### config.mk
export PLATFORM = sky130hd
export DESIGN_NAME = bin_bcd_seq
export DESIGN_NICKNAME = d
export VERILOG_FILES = /design/src/rtl/bcd_pkg.sv /design/src/rtl/bcd_add3.sv /design/src/rtl/bin_bcd_seq.sv
export SDC_FILE = /design/constraint.sdc
export NUM_CORES = 1
export LEC_CHECK = 0
export ABC_AREA = 1
export ABC_CLOCK_PERIOD_IN_PS = 1630
export CORE_ASPECT_RATIO = 0.5
export CORE_MARGIN = 2
export CORE_UTILIZATION = 25
export CTS_CLUSTER_DIAMETER = 200
export CTS_CLUSTER_SIZE = 12
export DETAILED_ROUTE_END_ITERATION = 16
export PLACE_DENSITY = 0.46
export SLEW_MARGIN = 20
export SYNTH_ARGS = -nofsm -noshare
export SYNTH_HDL_FRONTEND = slang
export SYNTH_SLANG_ARGS = --single-unit
### constraint.sdc
create_clock -name clk -period 1.63 [get_ports clk]
set_clock_uncertainty 0.2 [all_clocks]
set_input_delay 0.489 -clock clk [delete_from_list [all_inputs] [get_ports clk]]
set_output_delay 0.489 -clock clk [all_outputs]
set_load 0.01 [all_outputs]
### src/rtl/bcd_pkg.sv
// bcd_pkg: shared BCD widths, default sizes, converter states and display codes
package bcd_pkg;
  localparam int BCD_DIGIT_W = 4;
  localparam int BIN_W_DEF = 32;
  localparam int DIGITS_DEF = 10;
  localparam logic [3:0] BCD_MINUS = 4'hA;
  localparam logic [3:0] BCD_EQUALS = 4'hB;
  typedef enum logic [1:0] {IDLE, SHIFT, DONE} state_t;
endpackage

### src/rtl/bcd_add3.sv
// bcd_add3: double-dabble digit correction, adds 3 to any digit of 5 or more
module bcd_add3
  import bcd_pkg::*;
(
  input  logic [BCD_DIGIT_W-1:0] d,
  output logic [BCD_DIGIT_W-1:0] q
);
  // correct the digit so the following left shift carries into the next decade
  always_comb q = (d >= BCD_DIGIT_W'(5)) ? d + BCD_DIGIT_W'(3) : d;
endmodule

### src/rtl/bin_bcd_seq.sv
// bin_bcd_seq: sequential signed binary to BCD converter; LEADING_ZERO_BLANK_EN enables blank_mask
module bin_bcd_seq
  import bcd_pkg::*;
#(
  parameter int BIN_W = BIN_W_DEF,
  parameter int DIGITS = DIGITS_DEF
) (
  input  logic                          clk,
  input  logic                          rst,
  input  logic                          start,
  input  logic [BIN_W-1:0]              bin_2s,
  output logic                          busy,
  output logic                          done,
  output logic [BCD_DIGIT_W*DIGITS-1:0] bcd_out,
  output logic                          neg,
  output logic [DIGITS-1:0]             blank_mask
);
  localparam int CW = $clog2(BIN_W);
  localparam int BW = BCD_DIGIT_W * DIGITS;
  state_t state, state_nx;
  logic [BIN_W-1:0] mag;
  logic [BW-1:0] work, adj;
  logic [CW-1:0] cnt;
  logic neg_work;
  genvar i;
  for (i = 0; i < DIGITS; i++) begin : g_add3
    bcd_add3 u_add3 (
      .d(work[i*BCD_DIGIT_W +: BCD_DIGIT_W]),
      .q(adj[i*BCD_DIGIT_W +: BCD_DIGIT_W])
    );
  end
  // state register
  always_ff @(posedge clk)
    if (rst) state <= IDLE;
    else state <= state_nx;
  // next state: accept in IDLE, one SHIFT per operand bit, one DONE cycle
  always_comb begin
    state_nx = (state == IDLE)  ? (start ? SHIFT : IDLE) :
               (state == SHIFT) ? ((cnt == CW'(BIN_W - 1)) ? DONE : SHIFT) : IDLE;
  end
  // datapath: capture magnitude, shift-add-3 per bit, publish result on DONE
  always_ff @(posedge clk)
    if (rst) begin
      mag <= '0;
      work <= '0;
      cnt <= '0;
      neg_work <= 1'b0;
      busy <= 1'b0;
      done <= 1'b0;
      bcd_out <= '0;
      neg <= 1'b0;
    end else begin
      done <= 1'b0;
      if (state == IDLE && start) begin
        mag <= bin_2s[BIN_W-1] ? (~bin_2s + BIN_W'(1)) : bin_2s;
        neg_work <= bin_2s[BIN_W-1];
        work <= '0;
        cnt <= '0;
        busy <= 1'b1;
      end else if (state == SHIFT) begin
        work <= {adj[BW-2:0], mag[BIN_W-1]};
        mag <= mag << 1;
        cnt <= cnt + CW'(1);
      end else if (state == DONE) begin
        bcd_out <= work;
        neg <= neg_work;
        done <= 1'b1;
        busy <= 1'b0;
      end
    end
`ifdef LEADING_ZERO_BLANK_EN
  logic [DIGITS-1:0] mask_c;
  assign mask_c[0] = 1'b0;
  for (i = 1; i < DIGITS; i++) begin : g_mask
    assign mask_c[i] = ~|work[BW-1:i*BCD_DIGIT_W];
  end
  // leading-zero mask is registered together with bcd_out
  always_ff @(posedge clk)
    if (rst) blank_mask <= '0;
    else if (state == DONE) blank_mask <= mask_c;
`else
  assign blank_mask = '0;
`endif
endmodule

==> summary.txt, run 1 <==
Job
  • Max Cap Viol: 0

Global routing
  • Met3 usage: 3.161%
  • Total global-route track usage: between 10 and 15%
  • GR Layer Usage met2: 23.94%
  • Met1 Use GR: 19.93%
  • Initial antenna violation count: 0
  • Global route hottest layer: met2
  • Number of global-route vias before repair: 6318
  • Grt total ovfl: 0
  • Largest net degree at the start of global routing: 43
  • First-pass GRT wire length: between 30000 and 40000 um

Cells and area
  • Most common cell after layout, fill and taps aside: nand2_1
  • Filler Cell Count: 2691
  • Share of cells above drive strength 1: 32.07%
  • Antenna fix cells: 0
  • P&R area growth vs syn: 42.21%
  • # nets final: around 1200
  • Commonest cells after routing, fill and taps aside: nand2_1 (237), buf_4 (97), dfxtp_1 (88)
  • Share of the core filled with cells: a little over a third

Placement
  • Final GP Congestion: 0.8514
  • Buffers on Ports: 77
  • DP HPWL: about 14000 um

STA
  • Post-layout min period: 1594 ps
  • TNS Setup: 0 ps
  • Final setup violation count: 0
  • Final hold vios: 0
  • RSZ-0062 raised after global routing: yes
  • Peak Freq: 627.4 MHz
  • Final Cycle Share: 97.79%
  • Max Slew Vio Count: 0

Worst setup path
  • Cell at the slowest stage of the critical path: dfxtp_1
  • CP startpoint kind: register
  • CP arrival: 900 ps
  • Worst Setup Path Type: reg -> out
  • Reg-to-reg slack, setup: 70 ps
  • Max stage delay on crit path: 340 ps
  • R2R cell count: 8
  • R2r endpoint: work[16]$_SDFFE_PP0P_
  • Worst Setup End Kind: primary output
  • Buf/Inv on CP: 1
  • R2r startpoint: work[12]$_SDFFE_PP0P_
  • CP Max Fanout: 2
  • WP data required: 940 ps
  • CP Cell Sequence: buf_2
  • Delay-heaviest family, CP: flip-flops

Die
  • Die Footprint: 27630 um^2
  • Die Ht: 118.5 um
  • Core ar.: 25500 um^2
  • Top Ports: 88
  • FP Rows: 41
  • Initial core utilization: 25.73%
  • Die width: 233.1 um

Synth
  • Post-synth ARST share: 0%
  • Post-synth EDFFs: 0
  • Yosys reg bits: 123
  • Synth Cell Area: 6560 um^2
  • Mean Syn Cell Area: 6.826 um^2
  • Gate count after technology mapping: 961
  • Seq/Total Area, Yosys: between 30 and 40%
  • Top_reg_cell synth: dfxtp_1
  • Synthesis Warnings: 0
  • Post-synth cell types: 31

Drt
  • Drt pass-1 iters: 4
  • Routed vias: 6595
  • DRC violations left: 0
  • Antenna viol nets, final: 0
  • DR WL/cell: 13.85 um
  • Vias per cell: 4.459
  • Final WL: 20490 um
  • Initial DRC Count: 368

Worst hold path
  • Worst Min Path Start: bin_2s[0]
  • Hold depth: 3
  • Hold/Removal Path Class: in -> reg
  • WHS Endpoint: mag[0]$_SDFFE_PP0P_

Clocking
  • Root buf cell: clkbuf_16
  • Clock buffer count from CTS: 17
  • Clk pin slew, worst setup/hold paths: roughly 60 ps
  • Hold buffers post-CTS: 0
  • CTS tree: done
  • Clock Latency Late Sink: around 430 ps
  • CTS H-Tree Depth: 4
  • Clock sinks: 123
  • CTS Buffer Depth: 2

Pwr
  • Pwr per Cell Area: 894.6 nW/um^2
  • Peak VDD IR: 0.7325 mV
  • Leak: 0.004050 uW

Status
  • Status: completed
synth_stat cells, types with 2 or more instances:
library cell,n,share of area [%]
inv_2,8,0.46
buf_1,6,0.34
nand3_2,2,0.31
xnor2_1,3,0.40
inv_1,95,5.4
nor2_4,5,0.86
a22oi_1,2,0.23
dfxtp_1,123,38
a21oi_2,3,0.40
a21oi_1,75,5.7
o211ai_1,22,2.5
ha_1,23,4.4
nor3_1,14,1.1
nor2_1,69,3.9
nand3_1,75,5.7
nand2_2,4,0.38
nand2_1,257,15
nand3b_1,3,0.34
nand4_1,6,0.57
clkbuf_1,19,1.1
o21ai_1,31,2.4
xor2_1,22,2.9
buf_4,12,1.4
o21ai_0,54,4.1
buf_2,17,1.3
nor2_2,6,0.57
power by group:
part	internal, uW	total, uW	switching [uW]
Clock	2340	3900	1550
Combinational	534	1250	717
Sequential	3120	3200	82.3
Total	5990	8350	2350
registers in the layout, summed over array words and instances, names as in the netlist:
| register | count |
|---|---|
| cnt | 5 |
| state | 2 |
| mag | 32 |
| neg_work | 1 |
| work | 40 |
| done | 1 |
| neg | 1 |
| busy | 1 |
| bcd_out | 40 |
through the flow:
stage	cells	setup slack [ps]	total power, uW	hold WS (ps)	cell area [um^2]
floorplan	970	-58.80	3887	236.8	6648
global placement	1433	-758.4	4379	251.9	8409
detailed placement	1433	-781.8	4382	254.8	8409
CTS	1474	0.5632	8382	264.3	9024
global route	1479	-56.19	8733	268.7	9329
finish	1479	36.05	8346	262.4	9329
routing by layer:
metal / vias up / share of wire (%)
met3: 18 / 3.5
met5: - / 0
met4: 0 / 1.1
met1: 3048 / 49
li1: 3424 / -
met2: 105 / 46
cell families (layout without fill, tap and decap cells):
logic type | count (synthesis) | in the layout | synth area share [%]
AO/OA/AOI/OAI | 188 | 188 | 15.47
other | 1 | 10 | 0.05716
XOR/XNOR | 25 | 25 | 3.338
AND/OR/NAND/NOR | 443 | 443 | 29.05
flip-flops | 123 | 123 | 37.54
adder cells (fa/ha/maj) | 23 | 23 | 4.387
buffers and inverters | 158 | 323 | 10.17
what timing repair did:
action                     in CTS  in global routing
hold endpoints to repair        0                  0
setup buffers                   8                  7
pin swaps                      28                 60
cloned                          1                  0
setup endpoints to repair      96                 65
resized for setup             284                150
cell type report:
class                      count  area [um^2]  share of cell area, %
sequential                   123         2509                  26.89
clock buffer                  20        456.7                  4.895
clock inverter                12        138.9                  1.489
timing repair buffer         188         1465                  15.71
multi-input combinational    689         3909                  41.90
tap                          344        430.4                  4.614
inverter                     103        420.4                  4.506
worst max path at each step:
stage	start	endpoint	slack [ps]	cells past startpoint
after detailed placement	bin_2s[1]	mag[30]$_SDFFE_PP0P_	-780	14
after CTS	bin_2s[11]	mag[20]$_SDFFE_PP0P_	0.6	12
after floorplan	bin_2s[1]	mag[30]$_SDFFE_PP0P_	-60	11
after global routing	state[1]$_SDFF_PP0_	mag[25]$_SDFFE_PP0P_	-60	9
final	bcd_out[23]$_SDFFE_PP0P_	bcd_out[23]	40	1
after global placement	bin_2s[1]	mag[30]$_SDFFE_PP0P_	-760	14
No activity file was read; power rests on OpenSTA's default activity.
==> run 2, diff against run 1 <==
Settings changed: GPL_TIMING_DRIVEN set to 0, SKIP_LAST_GASP set to 1.
==> summary.txt, run 2 (synthesis gave the netlist of run 1 again) <==
STA
  • Final Cycle Share: 98.50%
  • TNS Setup: 0 ps
  • Peak Freq: approximately 620 MHz
  • Worst-Margin Slew: 606.2 ps
  • Max Slew Vio Count: 0
  • Final hold vios: 0
  • Post-layout min period: 1606 ps
  • Relative slew margins: 59.59%
  • Final setup margin: 24.49 ps
  • Final setup violation count: 0
  • RSZ-0062 raised after global routing: yes

Worst setup path
  • Cell at the slowest stage of the critical path: clkdlybuf4s15_2
  • CP startpoint kind: primary input
  • CP Cell Sequence: clkdlybuf4s15_2 > nor2_4 > nand2_1 > nor2_4 > nand3_2 > nand2_1 > nor2_1 > o21ai_1 > nand2_1 > a21oi_1
  • Max stage delay on crit path: 250 ps
  • CP Max Fanout: 3
  • Reg-to-reg slack, setup: 80 ps
  • Critical Path Most Common Cell: nand2_1
  • CP arrival: 1740 ps
  • Delay-heaviest family, CP: simple AND/OR/NAND/NOR gates
  • Worst Setup Path Type: in -> reg
  • Worst Setup End Kind: register
  • WP data required: between 1500 and 2000 ps
  • Buf/Inv on CP: 1

Placement
  • Worst slack at placement: -1010 ps
  • Final GP Congestion: approximately 0.91
  • DP HPWL: 15530 um
  • Buffers on Ports: 76
  • Cell count after placement: 1390

Clocking
  • CTS tree: done
  • CTS H-Tree Depth: 4
  • Clock Latency Late Sink: approximately 410 ps
  • Root buf cell: clkbuf_16
  • Clock sinks: 123
  • CTS Buffer Depth: 2
  • Clock buffer count from CTS: 17
  • Clk pin slew, worst setup/hold paths: about 50 ps

Pwr
  • Leak: 0.003874 uW
  • Peak VDD IR: 0.6686 mV
  • Pwr per Cell Area: 944.3 nW/um^2

Drt
  • Drt pass-1 iters: 5
  • Vias per cell: 4.585
  • Routed vias: 6639
  • Antenna viol nets, final: 0
  • DRC violations left: 0
  • Final WL: 21970 um
  • Initial DRC Count: 368
  • DR WL/cell: between 15 and 20 um

Die
  • Die Ht: 118.5 um
  • Die width: 233.1 um
  • Core ar.: 25500 um^2
  • Initial core utilization: approximately a quarter
  • Top Ports: 88
  • Die Footprint: 27630 um^2
  • FP Rows: 41

Cells and area
  • Register area: 2509 um^2
  • Filler Cell Count: roughly 2700
  • Antenna fix cells: 0
  • Share of the core filled with cells: 35.55%
  • Most common cell after layout, fill and taps aside: nand2_1
  • Finished Layout Cells: about 1400
  • Multi-input gate area: around 4000 um^2
  • Share of cells above drive strength 1: 31.52%
  • # nets final: 1149
  • Regs by FF count: bcd_out (40), work (40), mag (32)
  • Commonest cells after routing, fill and taps aside: nand2_1 (239), dfxtp_1 (86), inv_1 (75)
  • P&R area growth vs syn: 38.18%

Worst hold path
  • Hold/Removal Path Class: in -> reg

Global routing
  • First-pass GRT wire length: 34080 um
  • Largest net degree at the start of global routing: 17
  • Initial antenna violation count: 0
  • Grt total ovfl: 0
  • Number of global-route vias before repair: about 6400
  • Total global-route track usage: between 15 and 20%

Job
  • Max Cap Viol: 0

Status
  • Status: completed
[run 2: cell count changes in the layout (fill, tap and decap cells not counted), moves of 4 or more]
| cell | previous run | this run |
|---|---|---|
| buf_12 | 10 | 2 |
| buf_2 | 45 | 57 |
| buf_4 | 97 | 46 |
| clkbuf_4 | 0 | 7 |
| ha_1 | 18 | 14 |
| ha_2 | 3 | 8 |
| inv_1 | 82 | 75 |
| inv_2 | 15 | 23 |
| nor2_2 | 23 | 13 |
| nor2_4 | 15 | 23 |
| o21ai_0 | 51 | 44 |
| o21ai_1 | 33 | 38 |
[run 2: timing repair]
item                       in CTS  in global routing
resized for setup             355                191
setup buffers                  15                 10
pin swaps                      30                 52
cloned                          1                  0
hold buffers                    0                  0
setup endpoints to repair     156                100
[run 2: tightest hold or removal path: stages]
cell and delay [ps]:
buf_12 110, nand2_1 60, a21oi_1 60
[run 2: path summary, 6_finish.rpt]
kind,startpoint,end,cells after the start
worst max-delay path,bin_2s[19],mag[23]$_SDFFE_PP0P_,10
worst min-delay path,bin_2s[0],mag[0]$_SDFFE_PP0P_,3
worst max register to register,work[13]$_SDFFE_PP0P_,work[14]$_SDFFE_PP0P_,9
worst min register to register,mag[27]$_SDFFE_PP0P_,mag[27]$_SDFFE_PP0P_,2
[run 2: power by group]
| group | internal [uW] | switching [uW] | leakage, uW |
|---|---|---|---|
| sequential | 3120 | 81.9 | 0.00102 |
| clock | 2700 | 1450 | 0.000309 |
| combinational | 455 | 764 | 0.00255 |
| total | 6270 | 2290 | 0.00387 |
[run 2: cell type report]
cell class / count / area share, %
repair buffers: 101 / 7.440
flip-flops and latches: 123 / 27.67
plain buffers: 55 / 4.265
multi-input cells: 689 / 43.89
repair inverters: 1 / 0.08282
clock buffers: 20 / 5.148
clock inverters: 12 / 2.057
inverters: 103 / 4.693
well taps: 344 / 4.748
[run 2: per-stage QoR]
step / total power (uW) / area, um^2 / hold slack (ps)
2_1_floorplan: 3887 / 6648 / 236.8
3_3_place_gp: 4277 / 7839 / 252.3
3_5_place_dp: 4281 / 7839 / 257.1
4_1_cts: 8517 / 8612 / 193.5
5_1_grt: 8909 / 9065 / 176.6
6_report: 8560 / 9065 / 170.6
[run 2: routing by layer]
metal  global-route usage [%]  part of all wire (%)
met1                    20.95                    47
met2                    26.61                    47
met3                    3.016                   4.5
met4                    3.981                   1.3
met5                        0                     0
